[src/rtl/controller_pkg.sv]
// Shared types and default sizing for the gamepad controller port and its CPU-side register file.
package controller_pkg;

  typedef enum logic [2:0] {
    IDLE,
    LATCH,
    SHIFT_LO,
    SHIFT_HI,
    DONE
  } poll_state_e;

  localparam int DEF_NUM_BUTTONS = 12;
  localparam int DEF_CLK_DIV     = 250;
  localparam int DEF_POLL_PERIOD = 416_667;

  // Counter width for values 0..n-1, never narrower than one bit.
  function automatic int width_of(input int n);
    return (n > 1) ? $clog2(n) : 1;
  endfunction

endpackage

[src/rtl/controller_poller_if.sv]
// CPU-side view of the controller poller: debounced buttons, sticky press flags and handshake.
interface controller_poller_if
  import controller_pkg::*;
#(
  parameter int NUM_BUTTONS = DEF_NUM_BUTTONS
);

  logic [NUM_BUTTONS-1:0] buttons;
  logic [NUM_BUTTONS-1:0] pressed;
  logic                   ack;
  logic                   valid;
  logic                   busy;

  modport master (output buttons, pressed, valid, busy, input ack);
  modport slave  (input buttons, pressed, valid, busy, output ack);

endinterface

[src/rtl/bit_sync.sv]
// Generic two-flop synchronizer for a single asynchronous level input.
module bit_sync #(
  parameter logic RESET_VALUE = 1'b1
) (
  input  logic clk_25mhz,
  input  logic reset,
  input  logic d,
  output logic q
);

  logic meta;

  // NOTE: non-blocking assignments make q take the old meta, giving two real flop stages.
  always_ff @(posedge clk_25mhz) begin
    if (reset) begin
      meta <= RESET_VALUE;
      q    <= RESET_VALUE;
    end else begin
      meta <= d;
      q    <= meta;
    end
  end

endmodule

[src/rtl/controller_poller.sv]
// Periodically latches and shifts in a 4021-style gamepad register, debounces each
// button over two polls and raises sticky newly-pressed flags for the CPU.
module controller_poller
  import controller_pkg::*;
#(
  parameter int NUM_BUTTONS = DEF_NUM_BUTTONS,
  parameter int CLK_DIV     = DEF_CLK_DIV,
  parameter int POLL_PERIOD = DEF_POLL_PERIOD
) (
  input  logic                clk_25mhz,
  input  logic                reset,
  output logic                ctrl_latch,
  output logic                ctrl_clk,
  input  logic                ctrl_data,
  controller_poller_if.master bus
);

  localparam int PHASE_W = width_of(2 * CLK_DIV);
  localparam int INDEX_W = width_of(NUM_BUTTONS);
  localparam int TIMER_W = width_of(POLL_PERIOD);

  localparam logic [PHASE_W-1:0] LATCH_LAST = PHASE_W'(2 * CLK_DIV - 1);
  localparam logic [PHASE_W-1:0] HALF_LAST  = PHASE_W'(CLK_DIV - 1);
  localparam logic [INDEX_W-1:0] INDEX_LAST = INDEX_W'(NUM_BUTTONS - 1);
  localparam logic [TIMER_W-1:0] TIMER_LAST = TIMER_W'(POLL_PERIOD - 1);

  poll_state_e            state;
  logic [PHASE_W-1:0]     phase;
  logic [INDEX_W-1:0]     index;
  logic [TIMER_W-1:0]     timer;
  logic                   data_sync;
  logic                   poll_start;
  logic                   busy_q;
  logic                   valid_q;
  // Samples are stored inverted so 1 = pressed throughout the datapath.
  logic [NUM_BUTTONS-1:0] sample;
  logic [NUM_BUTTONS-1:0] prev_sample;
  logic [NUM_BUTTONS-1:0] buttons_q;
  logic [NUM_BUTTONS-1:0] pressed_q;
  logic [NUM_BUTTONS-1:0] agree;
  logic [NUM_BUTTONS-1:0] buttons_next;
  logic [NUM_BUTTONS-1:0] edges;

  bit_sync #(.RESET_VALUE(1'b1)) u_data_sync (
    .clk_25mhz (clk_25mhz),
    .reset     (reset),
    .d         (ctrl_data),
    .q         (data_sync)
  );

  always_ff @(posedge clk_25mhz) begin
    if (reset) begin
      timer <= '0;
    end else if (timer == TIMER_LAST) begin
      timer <= '0;
    end else begin
      timer <= timer + 1'b1;
    end
  end

  assign poll_start = (timer == '0);

  // A button only moves when two consecutive polls agree on its level.
  assign agree        = ~(sample ^ prev_sample);
  assign buttons_next = (agree & sample) | (~agree & buttons_q);
  assign edges        = buttons_next & ~buttons_q;

  always_ff @(posedge clk_25mhz) begin
    if (reset) begin
      state       <= IDLE;
      phase       <= '0;
      index       <= '0;
      ctrl_latch  <= 1'b0;
      ctrl_clk    <= 1'b1;
      busy_q      <= 1'b0;
      valid_q     <= 1'b0;
      sample      <= '0;
      prev_sample <= '0;
      buttons_q   <= '0;
      pressed_q   <= '0;
    end else begin
      valid_q <= 1'b0;
      // NOTE: the DONE branch below assigns pressed_q again; the later non-blocking write wins.
      if (bus.ack) pressed_q <= '0;

      case (state)
        IDLE: begin
          if (poll_start) begin
            state      <= LATCH;
            phase      <= '0;
            ctrl_latch <= 1'b1;
            busy_q     <= 1'b1;
          end
        end

        LATCH: begin
          if (phase == LATCH_LAST) begin
            state      <= SHIFT_LO;
            phase      <= '0;
            index      <= '0;
            ctrl_latch <= 1'b0;
            ctrl_clk   <= 1'b0;
          end else begin
            phase <= phase + 1'b1;
          end
        end

        SHIFT_LO: begin
          if (phase == HALF_LAST) begin
            sample[index] <= ~data_sync;
            state         <= SHIFT_HI;
            phase         <= '0;
            ctrl_clk      <= 1'b1;
          end else begin
            phase <= phase + 1'b1;
          end
        end

        SHIFT_HI: begin
          if (phase == HALF_LAST) begin
            phase <= '0;
            if (index == INDEX_LAST) begin
              state <= DONE;
            end else begin
              index    <= index + 1'b1;
              state    <= SHIFT_LO;
              ctrl_clk <= 1'b0;
            end
          end else begin
            phase <= phase + 1'b1;
          end
        end

        DONE: begin
          buttons_q   <= buttons_next;
          pressed_q   <= (bus.ack ? '0 : pressed_q) | edges;
          prev_sample <= sample;
          valid_q     <= 1'b1;
          busy_q      <= 1'b0;
          state       <= IDLE;
        end

        default: state <= IDLE;
      endcase
    end
  end

  assign bus.buttons = buttons_q;
  assign bus.pressed = pressed_q;
  assign bus.valid   = valid_q;
  assign bus.busy    = busy_q;

endmodule

[src/flat_wrapper.sv]
// flat-port wrapper written by rule: the top's interface ports become plain ports
module controller_poller_flat import controller_pkg::*;
#(
  parameter int NUM_BUTTONS = DEF_NUM_BUTTONS,
  parameter int CLK_DIV     = DEF_CLK_DIV,
  parameter int POLL_PERIOD = DEF_POLL_PERIOD
)
  (clk_25mhz, reset, ctrl_latch, ctrl_clk, ctrl_data, bus_buttons, bus_pressed, bus_valid, bus_busy, bus_ack);
  controller_poller_if #(.NUM_BUTTONS(NUM_BUTTONS)) bus_i ();
  input  logic clk_25mhz;
  input  logic reset;
  output logic ctrl_latch;
  output logic ctrl_clk;
  input  logic ctrl_data;
  output wire logic [$bits(bus_i.buttons)-1:0] bus_buttons;
  output wire logic [$bits(bus_i.pressed)-1:0] bus_pressed;
  output wire logic [$bits(bus_i.valid)-1:0] bus_valid;
  output wire logic [$bits(bus_i.busy)-1:0] bus_busy;
  input wire logic [$bits(bus_i.ack)-1:0] bus_ack;
  assign bus_buttons = bus_i.buttons;
  assign bus_pressed = bus_i.pressed;
  assign bus_valid = bus_i.valid;
  assign bus_busy = bus_i.busy;
  assign bus_i.ack = bus_ack;
  controller_poller #(.NUM_BUTTONS(NUM_BUTTONS), .CLK_DIV(CLK_DIV), .POLL_PERIOD(POLL_PERIOD)) u_core (.clk_25mhz(clk_25mhz), .reset(reset), .ctrl_latch(ctrl_latch), .ctrl_clk(ctrl_clk), .ctrl_data(ctrl_data), .bus(bus_i));
endmodule
[config.mk]
export PLATFORM = sky130hd
export DESIGN_NAME = controller_poller_flat
export DESIGN_NICKNAME = d
export VERILOG_FILES = /design/src/rtl/controller_pkg.sv /design/src/rtl/controller_poller_if.sv /design/src/rtl/bit_sync.sv /design/src/rtl/controller_poller.sv /design/src/flat_wrapper.sv
export SDC_FILE = /design/constraint.sdc
export NUM_CORES = 1
export LEC_CHECK = 0
export BUFFER_PORTS_ARGS = -buffer_cell sky130_fd_sc_hd__buf_4
export CORE_MARGIN = 2
export CORE_UTILIZATION = 60
export CTS_CLUSTER_DIAMETER = 150
export DETAILED_ROUTE_END_ITERATION = 8
export PLACE_DENSITY = 0.81
export SLEW_MARGIN = 20
export SYNTH_ARGS = -nofsm -noshare
export SYNTH_HDL_FRONTEND = slang
export SYNTH_SLANG_ARGS = --single-unit
[constraint.sdc]
create_clock -name clk_25mhz -period 5.95 [get_ports clk_25mhz]
set_input_delay 1.19 -clock clk_25mhz [delete_from_list [all_inputs] [get_ports clk_25mhz]]
set_output_delay 1.19 -clock clk_25mhz [all_outputs]
set_load 0.01 [all_outputs]
==> flow_metrics.env, run 1 <==
export IMPL_outcome="finished, final reports clean"
export IMPL_async_flop_share_pct=0
export IMPL_path_class="reg2reg"
export IMPL_clkPwrFrac_pct=33.5
export IMPL_fin_skew_ns=0.0108
export IMPL_cts_tree="done"
export IMPL_dpl_cell_area_um2=4170
export IMPL_wl_um=7930
export IMPL_fillers=538
export IMPL_finalPower_uw=1150
export IMPL_min_path_type="reg2reg"
export IMPL_hold_start="u_core.u_data_sync.meta"
export IMPL_core_area_um2=6310
export IMPL_hold_violations=0
export IMPL_period_share_pct=37.3
export IMPL_peakVddDrop_uv=163
export IMPL_rsz0062_at_grt="false"
export IMPL_synth_seq_cells=89
export IMPL_synth_avg_cell_area_um2=8.60
export IMPL_start_util_pct=62.0
export IMPL_grt_start_max_net_pins=70
export IMPL_nNetsFinal=488
export IMPL_p_per_area_nw_per_um2=265
export IMPL_tightest_slew_ns=0.842
export IMPL_slew_violations=0
export IMPL_port_buffers=31
export IMPL_seqPwrFrac_pct=55.3
export IMPL_synth_edff_count=0
export IMPL_grt_total_usage_pct=22.9
export IMPL_drive_gt1_share_pct=12.5
export IMPL_die_area_um2=7180
export IMPL_p_leak_uw=0.00161
export IMPL_synth_warnings=0
export IMPL_grt_pass1_wl_um=13600
export IMPL_cts_root_buf="clkbuf_8"
export IMPL_setup_slack_ns=3.73
export IMPL_fp_row_count=29
export IMPL_vias_per_cell=5.89
export IMPL_holdPathEnd="u_core.u_data_sync.q"
export IMPL_crit_arrival_ns=2.46
export IMPL_antenna_found_initial=0
export IMPL_maxSlewHeadroom_pct=43.6
export IMPL_swShare_pct=29.2
export IMPL_num_vias=3281
export IMPL_multi_input_area_um2=2010
export IMPL_yosysMostFrequentCell="dfxtp_1"
export IMPL_cts_hold_buf=0
export IMPL_num_io_pins=32
export IMPL_place_ws_ns=3.36
export IMPL_synth_top_area_share_pct=45.5
export IMPL_clk_latency_ns=0.36
export IMPL_fin_crit_ns=2.22
export IMPL_cts_repair_resized=0
export IMPL_first_global_vias=3130
export IMPL_synth_ff_type="dfxtp_1"
export IMPL_synth_area_um2=3910
export IMPL_ys_top_cells_by_area="dfxtp_1 46%, a21oi_1 7.9%, nand2_1 5.2%"
export IMPL_cp_max_fo=7
export IMPL_drv_cap=0
export IMPL_reg2reg_to="u_core.state[1]"
export IMPL_grt_remaining_overflow=0
export IMPL_setup_tns_final_ns=0
export IMPL_htreeDepth=3
export IMPL_required_ns=6.19
export IMPL_ys_seq_area_share_pct=45.5
export IMPL_critPathLaunchType="register"
export IMPL_place_congestion=0.803
export IMPL_yosysUniqueCellTypes=51
export IMPL_antenna_cells=0
export IMPL_cts_sink_count=89
export IMPL_clockBufferDepth=2
export IMPL_ff2ff_path_depth=6
export IMPL_drtAntennaViolNets=0
export IMPL_area_delta_synth_final_pct=11.1
export IMPL_syn_nets=468
export IMPL_r2r_start="u_core.phase[0]"
export IMPL_p_switching_uw=335
export IMPL_synthCells=455
export IMPL_first_pass_iters=4
export IMPL_regToRegSetupSlack_ns=3.73
export IMPL_wl_per_cell_um=14.2
export IMPL_synth_largest_area_cell="dfxtp_1"
export IMPL_setup_viol=0
export IMPL_synth_common_cells="89 x dfxtp_1, 62 x a21oi_1, 54 x nand2_1, 32 x nor2_1, 20 x clkbuf_1"
export IMPL_fin_area_um2=4350
export IMPL_intPower_uw=815
export IMPL_cts_buffers=9
export IMPL_fp_dieH_um=84.8
export IMPL_regArea_um2=1780
export IMPL_post_cts_setup_buffer_count=0
export IMPL_dp_hpwl_um=5290
export IMPL_drc=0
export IMPL_hold_depth=1
export IMPL_crit_path_end_kind="register"
export IMPL_max_freq_ghz=0.450
export IMPL_die_x_um=84.8
export IMPL_drt_initial_drc_count=103
export IMPL_clk_pin_slew_worst_paths_ns=0.09
export IMPL_holdWs_ns=0.429
export IMPL_p_comb_share_pct=11.2
==> per-stage QoR <==
step / cells / utilization (%)
floorplan: 455 / -
global placement: 541 / 66.0
detailed placement: 541 / 66.0
CTS: 557 / 68.8
global route: 557 / 68.8
finish: 557 / 68.8
==> cells by family (layout without fill, tap and decap cells) <==
group	count (synthesis)	count (layout)	synth area share [%]
flops	89	89	45.5
buf+inv	32	57	3.17
simple gates	189	189	26.7
xor+xnor	18	18	4.03
fa+ha+maj	9	9	2.88
compound gates	118	118	17.7
==> worst max-delay path by stage <==
stage	endpoint	startpoint
floorplan	u_core.bus.valid	reset
global placement	u_core.timer[9]	reset
detailed placement	u_core.timer[12]	reset
CTS	u_core.phase[3]	u_core.timer[0]
global route	u_core.state[1]	u_core.phase[0]
finish	u_core.state[1]	u_core.phase[0]
==> routing by layer <==
metal  track usage [%]  vias up  part of all wire, %
li1                  -     1675                    -
met1              27.8     1549                   46
met2              40.7       47                   49
met3              4.82       10                  2.7
met4              7.07        0                  1.5
met5                 0        -                    0
==> power groups by stage <==
stage                     clock network, uW  logic [uW]  registers, uW
after floorplan                           0         105            636
after global placement                    0         125            649
after CTS                               393         128            636
after global routing                    415         144            640
after detailed placement                  0         127            650
final                                   385         128            636
==> critical path, stage by stage (launching register included) <==
cell and delay, ns:
dfxtp_1 0.40, ha_1 0.23, nand4bb_1 0.17, o21ai_1 0.43
and2_1 0.36, o21ai_1 0.11, a2111oi_1 0.41
==> layout make-up <==
cell class	instances	share of cell area, %
clock buffers	10	2.94
repair buffers	32	5.53
clock inverters	6	1.21
well taps	77	2.22
inverters	9	0.777
multi-input cells	334	46.3
flip-flops and latches	89	41.0
==> cells in the final DEF (no fill, tap or decap), drive strengths merged, types with 2 or more instances in the layout <==
master	Yosys	final
dfxtp	89	89
a21oi	62	62
nand2	54	54
nor2	32	32
buf	3	32
o21ai	18	18
nand3	14	14
nand4b	13	13
a21o	13	13
nand2b	12	12
nor3	12	12
xor2	11	11
inv	9	11
nand4	10	10
and3	10	10
clkbuf	20	10
ha	9	9
a311oi	8	8
xnor2	7	7
or3	7	7
a31oi	6	6
and2	4	4
a211oi	3	3
nor3b	3	3
nand3b	2	2
nand4bb	2	2
o211ai	2	2
or4	2	2
or2	2	2
clkinvlp	0	2
clkinv	0	2
and4	2	2
or3b	2	2
or4b	2	2
==> registers in the layout, indices dropped and copies added, names as in the netlist <==
signal	count
u_core.bus.valid	1
u_core.state	3
u_core.bus.busy	1
u_core.prev_sample	12
u_core.sample	12
u_core.bus.buttons	12
u_core.u_data_sync.meta	1
u_core.timer	19
u_core.ctrl_latch	1
u_core.index	4
u_core.u_data_sync.q	1
u_core.phase	9
u_core.ctrl_clk	1
u_core.bus.pressed	12
(Power assumes the default switching activity.)
==> inputs of run 2 (changes only) <==
--- a/config.mk
+++ b/config.mk
@@ -7,10 +7,10 @@
 export LEC_CHECK = 0
 export BUFFER_PORTS_ARGS = -buffer_cell sky130_fd_sc_hd__buf_4
 export CORE_MARGIN = 2
-export CORE_UTILIZATION = 60
+export CORE_UTILIZATION = 59
 export CTS_CLUSTER_DIAMETER = 150
 export DETAILED_ROUTE_END_ITERATION = 8
-export PLACE_DENSITY = 0.81
+export PLACE_DENSITY = 0.8
 export SLEW_MARGIN = 20
 export SYNTH_ARGS = -nofsm -noshare
 export SYNTH_HDL_FRONTEND = slang
==> constraint.sdc (replaced) <==
create_clock -name clk_25mhz -period 2.3 [get_ports clk_25mhz]
set_input_delay 0.46 -clock clk_25mhz [delete_from_list [all_inputs] [get_ports clk_25mhz]]
set_output_delay 0.46 -clock clk_25mhz [all_outputs]
set_load 0.01 [all_outputs]
==> run 2 against run 1 <==
  * Clock skew hardly changed
  * Cell count up 2.0%
  * Non-clock buffer count up 11
  * Global-route usage is 0.36 points lower
  * Sequential cell count is the same
  * Combinational power increased to 3.4 times the previous value
  * Via count increased by 2.9%
==> flow_metrics.env, run 2 (same netlist as run 1, synthesis figures left out) <==
export IMPL_drt_initial_drc_count=148
export IMPL_rsz0062_at_grt="false"
export IMPL_top_register="u_core.timer"
export IMPL_path_delay_family="simple AND/OR/NAND/NOR gates"
export IMPL_period_share_pct=93.9
export IMPL_drive_gt1_share_pct=15.1
export IMPL_cp_slowest_cell="or4b_1"
export IMPL_drtAntennaViolNets=0
export IMPL_crit_path_end_kind="register"
export IMPL_swShare_pct=28.1
export IMPL_cts_root_buf="clkbuf_8"
export IMPL_fp_dieH_um=85.4
export IMPL_required_ns=2.59
export IMPL_hold_violations=0
export IMPL_setup_slack_ns=0.141
export IMPL_cp_cell_sequence="ha_1 > nand4bb_1 > or3b_4 > and2_4 > or4b_1 > a21oi_1"
export IMPL_grt_total_usage_pct=22.6
export IMPL_nNetsFinal=499
export IMPL_max_freq_ghz=0.463
export IMPL_drc=0
export IMPL_first_pass_iters=4
export IMPL_crit_arrival_ns=2.45
export IMPL_num_vias=3375
export IMPL_final_util_pct=69.9
export IMPL_dp_cells=552
export IMPL_vias_per_cell=5.94
export IMPL_seqPwrFrac_pct=51.4
export IMPL_p_per_area_nw_per_um2=705
export IMPL_ff2ff_path_depth=6
export IMPL_maxSlewHeadroom_pct=66.2
export IMPL_cp_num_buf_inv=0
export IMPL_place_ws_ns=0.147
export IMPL_num_io_pins=32
export IMPL_fin_crit_ns=2.16
export IMPL_holdWs_ns=0.287
export IMPL_cts_hold_buf=0
export IMPL_place_congestion=0.868
export IMPL_p_leak_uw=0.00168
export IMPL_grt_util_met1_pct=26.6
export IMPL_setup_tns_final_ns=0
export IMPL_wl_per_cell_um=14.2
export IMPL_core_area_um2=6390
export IMPL_die_x_um=85.4
export IMPL_grt_remaining_overflow=0
export IMPL_min_path_type="in2reg"
export IMPL_setup_viol=0
export IMPL_use_met2_pct=39.3
export IMPL_clk_latency_ns=0.36
export IMPL_cts_sink_count=89
export IMPL_peakVddDrop_uv=503
export IMPL_p_comb_share_pct=13.7
export IMPL_htreeDepth=3
export IMPL_cts_tree="done"
export IMPL_clockBufferDepth=2
export IMPL_port_buffers=31
export IMPL_grt_busiest_layer="met2"
export IMPL_fin_skew_ns=0.0108
export IMPL_cts_buffers=9
export IMPL_layout_common_cells="89 x dfxtp_1, 62 x a21oi_1, 54 x nand2_1"
export IMPL_grt_start_max_net_pins=37
export IMPL_post_cts_setup_buffer_count=0
export IMPL_clk_pin_slew_worst_paths_ns=0.09
export IMPL_dp_hpwl_um=5510
export IMPL_die_area_um2=7300
export IMPL_p_switching_uw=885
export IMPL_first_global_vias=3094
export IMPL_path_class="reg2reg"
export IMPL_grt_pass1_wl_um=13500
export IMPL_cts_repair_resized=0
export IMPL_start_util_pct=61.3
export IMPL_antenna_cells=0
export IMPL_cpPeakStageDelay_ns=0.50
export IMPL_antenna_found_initial=0
export IMPL_hold_depth=2
export IMPL_fp_row_count=29
export IMPL_wl_um=8050
export IMPL_mostFrequentLayoutCell="dfxtp_1"
export IMPL_grtUsageMet3_pct=5.45
export IMPL_critPathLaunchType="register"
export IMPL_tightest_slew_ns=0.505
export IMPL_fin_cells=568
export IMPL_clkPwrFrac_pct=34.9
export IMPL_intPower_uw=2260
export IMPL_outcome="finished, final reports clean"
export IMPL_slew_violations=0
export IMPL_area_delta_synth_final_pct=14.1
export IMPL_cp_depth=6
export IMPL_cp_max_fo=5
export IMPL_drv_cap=0
export IMPL_largest_reg_flops=19
run 2: cell types whose count changed in the layout (fill, tap and decap cells not counted), sizes merged:
cell	delta
buf	+11
bufinv	+1
clkbuf	-1
run 2: layout make-up:
| type | count | area, um2 |
|---|---|---|
| clock buffers | 9 | 124 |
| clock inverters | 7 | 78.8 |
| fillers | 527 | 1920 |
| inverters | 9 | 33.8 |
| multi-input cells | 334 | 2030 |
| flip-flops and latches | 89 | 1780 |
| well taps | 77 | 96.3 |
| repair buffers | 43 | 323 |
run 2: metal layers:
| layer | up-vias | share of wire [%] | wire [um] |
|---|---|---|---|
| met3 | 6 | 3.1 | 253 |
| met4 | 0 | 0.88 | 71 |
| met2 | 41 | 50 | 4010 |
| met5 | - | 0 | 0 |
| met1 | 1627 | 46 | 3720 |
| li1 | 1701 | - | - |
run 2: worst reg2reg max path, delay by kind of cell (launching register included):
family                   cells  cell delay, ns
AND/OR/NAND/NOR              4            1.29
adder cells (fa/ha/maj)      1            0.25
flip-flops                   1            0.41
AO/OA/AOI/OAI                1            0.15
run 2: metrics by stage:
step                      area, um2  power, uW
final                          4460       3150
after global routing           4460       3260
after CTS                      4450       3160
after detailed placement       4250       2070
after global placement         4250       2060
after floorplan                3910       1920
run 2: final timing paths:
path | to | start | slack, ns
max reg2reg | u_core.index[1] | u_core.phase[0] | 0.14
min | u_core.u_data_sync.meta | ctrl_data | 0.29
max | u_core.index[1] | u_core.phase[0] | 0.14
min reg2reg | u_core.u_data_sync.q | u_core.u_data_sync.meta | 0.43
run 2: power groups by stage:
stage / Sequential [uW] / Combinational, uW / Clock (uW)
2_1_floorplan: 1650 / 272 / 0
3_3_place_gp: 1650 / 407 / 0
3_5_place_dp: 1650 / 419 / 0
4_1_cts: 1620 / 422 / 1130
5_1_grt: 1620 / 471 / 1170
6_report: 1620 / 432 / 1100
==> inputs of run 3 (changes only) <==
--- a/config.mk
+++ b/config.mk
@@ -7,10 +7,10 @@
 export LEC_CHECK = 0
 export BUFFER_PORTS_ARGS = -buffer_cell sky130_fd_sc_hd__buf_4
 export CORE_MARGIN = 2
-export CORE_UTILIZATION = 59
+export CORE_UTILIZATION = 53
 export CTS_CLUSTER_DIAMETER = 150
 export DETAILED_ROUTE_END_ITERATION = 8
-export PLACE_DENSITY = 0.8
+export PLACE_DENSITY = 0.76
 export SLEW_MARGIN = 20
 export SYNTH_ARGS = -nofsm -noshare
 export SYNTH_HDL_FRONTEND = slang
==> constraint.sdc (replaced) <==
create_clock -name clk_25mhz -period 1.8 [get_ports clk_25mhz]
set_input_delay 0.36 -clock clk_25mhz [delete_from_list [all_inputs] [get_ports clk_25mhz]]
set_output_delay 0.36 -clock clk_25mhz [all_outputs]
set_load 0.01 [all_outputs]
==> run 3 against run 2 <==
  * The flow now finishes with violations (setup timing)
  * Power increased by 30%
  * Clock-buffer cell count increased by 2
  * Via count increased by 5.5%
  * First-iteration DRC count decreased by 0.68%
  * Sequential share of layout area decreased by 3.4 points
  * Combinational power increased by 77%
  * Non-clock buffer count increased by 38
  * Final area increased by 9.9%
  * Critical path type unchanged
  * Largest cell class unchanged
  * Largest power group unchanged
==> flow_metrics.env, run 3 (same netlist as run 1, synthesis figures left out) <==
export IMPL_drive_gt1_share_pct=25.8
export IMPL_core_area_um2=7210
export IMPL_cts_buffers=9
export IMPL_dp_hpwl_um=5810
export IMPL_outcome="finished with violations"
export IMPL_first_pass_iters=4
export IMPL_cts_tree="done"
export IMPL_clockBufferDepth=2
export IMPL_hold_start="ctrl_data"
export IMPL_largest_reg_flops=19
export IMPL_dpl_cell_area_um2=4570
export IMPL_num_io_pins=32
export IMPL_rsz0062_at_grt="true"
export IMPL_die_x_um=89.9
export IMPL_fin_area_um2=4900
export IMPL_fin_cells=629
export IMPL_grt_start_max_net_pins=53
export IMPL_wl_um=8940
export IMPL_grt_total_usage_pct=22.1
export IMPL_required_ns=2.10
export IMPL_nNetsFinal=538
export IMPL_start_util_pct=54.2
export IMPL_cts_root_buf="clkbuf_8"
export IMPL_top_register="u_core.timer"
export IMPL_peakVddDrop_uv=537
export IMPL_drc=0
export IMPL_htreeDepth=3
export IMPL_drtAntennaViolNets=0
export IMPL_fp_dieH_um=89.9
export IMPL_clk_latency_ns=0.37
export IMPL_r2r_start="u_core.phase[1]"
export IMPL_dp_cells=605
export IMPL_fp_row_count=31
export IMPL_port_buffers=31
export IMPL_vias_per_cell=5.66
export IMPL_grt_remaining_overflow=0
export IMPL_first_global_vias=3355
export IMPL_crit_arrival_ns=2.13
export IMPL_antenna_cells=0
export IMPL_tightest_slew_ns=0.670
export IMPL_grt_pass1_wl_um=14800
export IMPL_drv_cap=0
export IMPL_crit_path_end_kind="register"
export IMPL_violations="setup timing"
export IMPL_fillers=601
export IMPL_hold_violations=0
export IMPL_setup_viol=6
export IMPL_path_class="reg2reg"
export IMPL_p_per_area_nw_per_um2=835
export IMPL_critPathLaunchType="register"
export IMPL_slew_violations=0
export IMPL_min_path_type="in2reg"
export IMPL_num_vias=3562
export IMPL_die_area_um2=8090
export IMPL_worstSetupStartpoint="u_core.phase[1]"
export IMPL_mostFrequentLayoutCell="dfxtp_1"
export IMPL_period_share_pct=102
export IMPL_setup_slack_ns=-0.0338
export IMPL_clk_pin_slew_worst_paths_ns=0.09
export IMPL_area_delta_synth_final_pct=25.4
export IMPL_drt_initial_drc_count=147
export IMPL_wl_per_cell_um=14.2
export IMPL_max_freq_ghz=0.545
export IMPL_fin_skew_ns=0.0105
export IMPL_p_leak_uw=0.00189
export IMPL_cts_sink_count=89
export IMPL_place_congestion=0.826
export IMPL_cts_hold_buf=0
export IMPL_cp_max_fo=4
export IMPL_layout_common_cells="85 x dfxtp_1, 80 x buf_4, 57 x a21oi_1"
export IMPL_maxSlewHeadroom_pct=55.0
export IMPL_antenna_found_initial=0
export IMPL_fin_crit_ns=1.83
run 3: cell types whose count changed in the layout (fill, tap and decap cells not counted), sizes merged:
cell / change
clkinv: +1
inv: -1
bufinv: -1
clkinvlp: -1
clkbuf: +2
buf: +38
a31oi: +1
run 3: metrics by stage:
| step | setup TNS, ns | setup WS, ns | hold slack [ns] | power (uW) | utilization [%] |
|---|---|---|---|---|---|
| after global routing | -1.75 | -0.138 | 0.178 | 4260 | 68.0 |
| after global placement | -0.00441 | -0.00441 | 0.425 | 2700 | 63.3 |
| after detailed placement | -0.316 | -0.0573 | 0.429 | 2720 | 63.3 |
| after CTS | -0.0733 | -0.0400 | 0.174 | 4030 | 66.9 |
| after floorplan | -0.0153 | -0.0153 | 0.389 | 2490 | - |
| final | -0.109 | -0.0338 | 0.178 | 4100 | 68.0 |
run 3: timing repair:
action	in CTS	in global routing
gates cloned	1	0
endpoints found under the setup margin	14	27
buffers inserted	5	2
resized for setup	10	19
pin swaps	12	20
run 3: cell type report:
class | count | area [um2] | area share [%]
Tap cell | 99 | 124 | 2.53
Clock inverter | 5 | 38.8 | 0.791
Clock buffer | 11 | 141 | 2.88
Inverter | 9 | 36.3 | 0.740
Multi-Input combinational cell | 335 | 2150 | 43.9
Timing Repair Buffer | 81 | 621 | 12.7
Sequential cell | 89 | 1790 | 36.5
run 3: worst max-delay path: stages (launching register included):
cell and delay [ns]:
dfxtp_4 0.39, ha_4 0.13, nand4bb_1 0.11, or3b_4 0.40, and2_4 0.15, or4b_1 0.46
a21oi_1 0.14
run 3: path summary, 6_finish.rpt:
path / cells past startpoint / slack, ns / end
worst max-delay path: 6 / -0.03 / u_core.index[1]
worst min-delay path: 2 / 0.18 / u_core.u_data_sync.meta
worst max register to register: 6 / -0.03 / u_core.index[1]
worst min register to register: 1 / 0.44 / u_core.u_data_sync.q
run 3: power breakdown:
| group | switching, uW | internal [uW] | total, uW |
|---|---|---|---|
| registers | 44.7 | 2020 | 2070 |
| logic | 449 | 316 | 765 |
| clock network | 717 | 547 | 1260 |
| total | 1210 | 2890 | 4100 |
run 3: layer usage:
layer | part of all wire (%) | GRT usage [%] | routed length (um)
met1 | 42 | 24.9 | 3770
met2 | 52 | 40.4 | 4660
met3 | 3.5 | 5.53 | 316
met4 | 2.1 | 8.08 | 187
met5 | 0 | 0 | 0
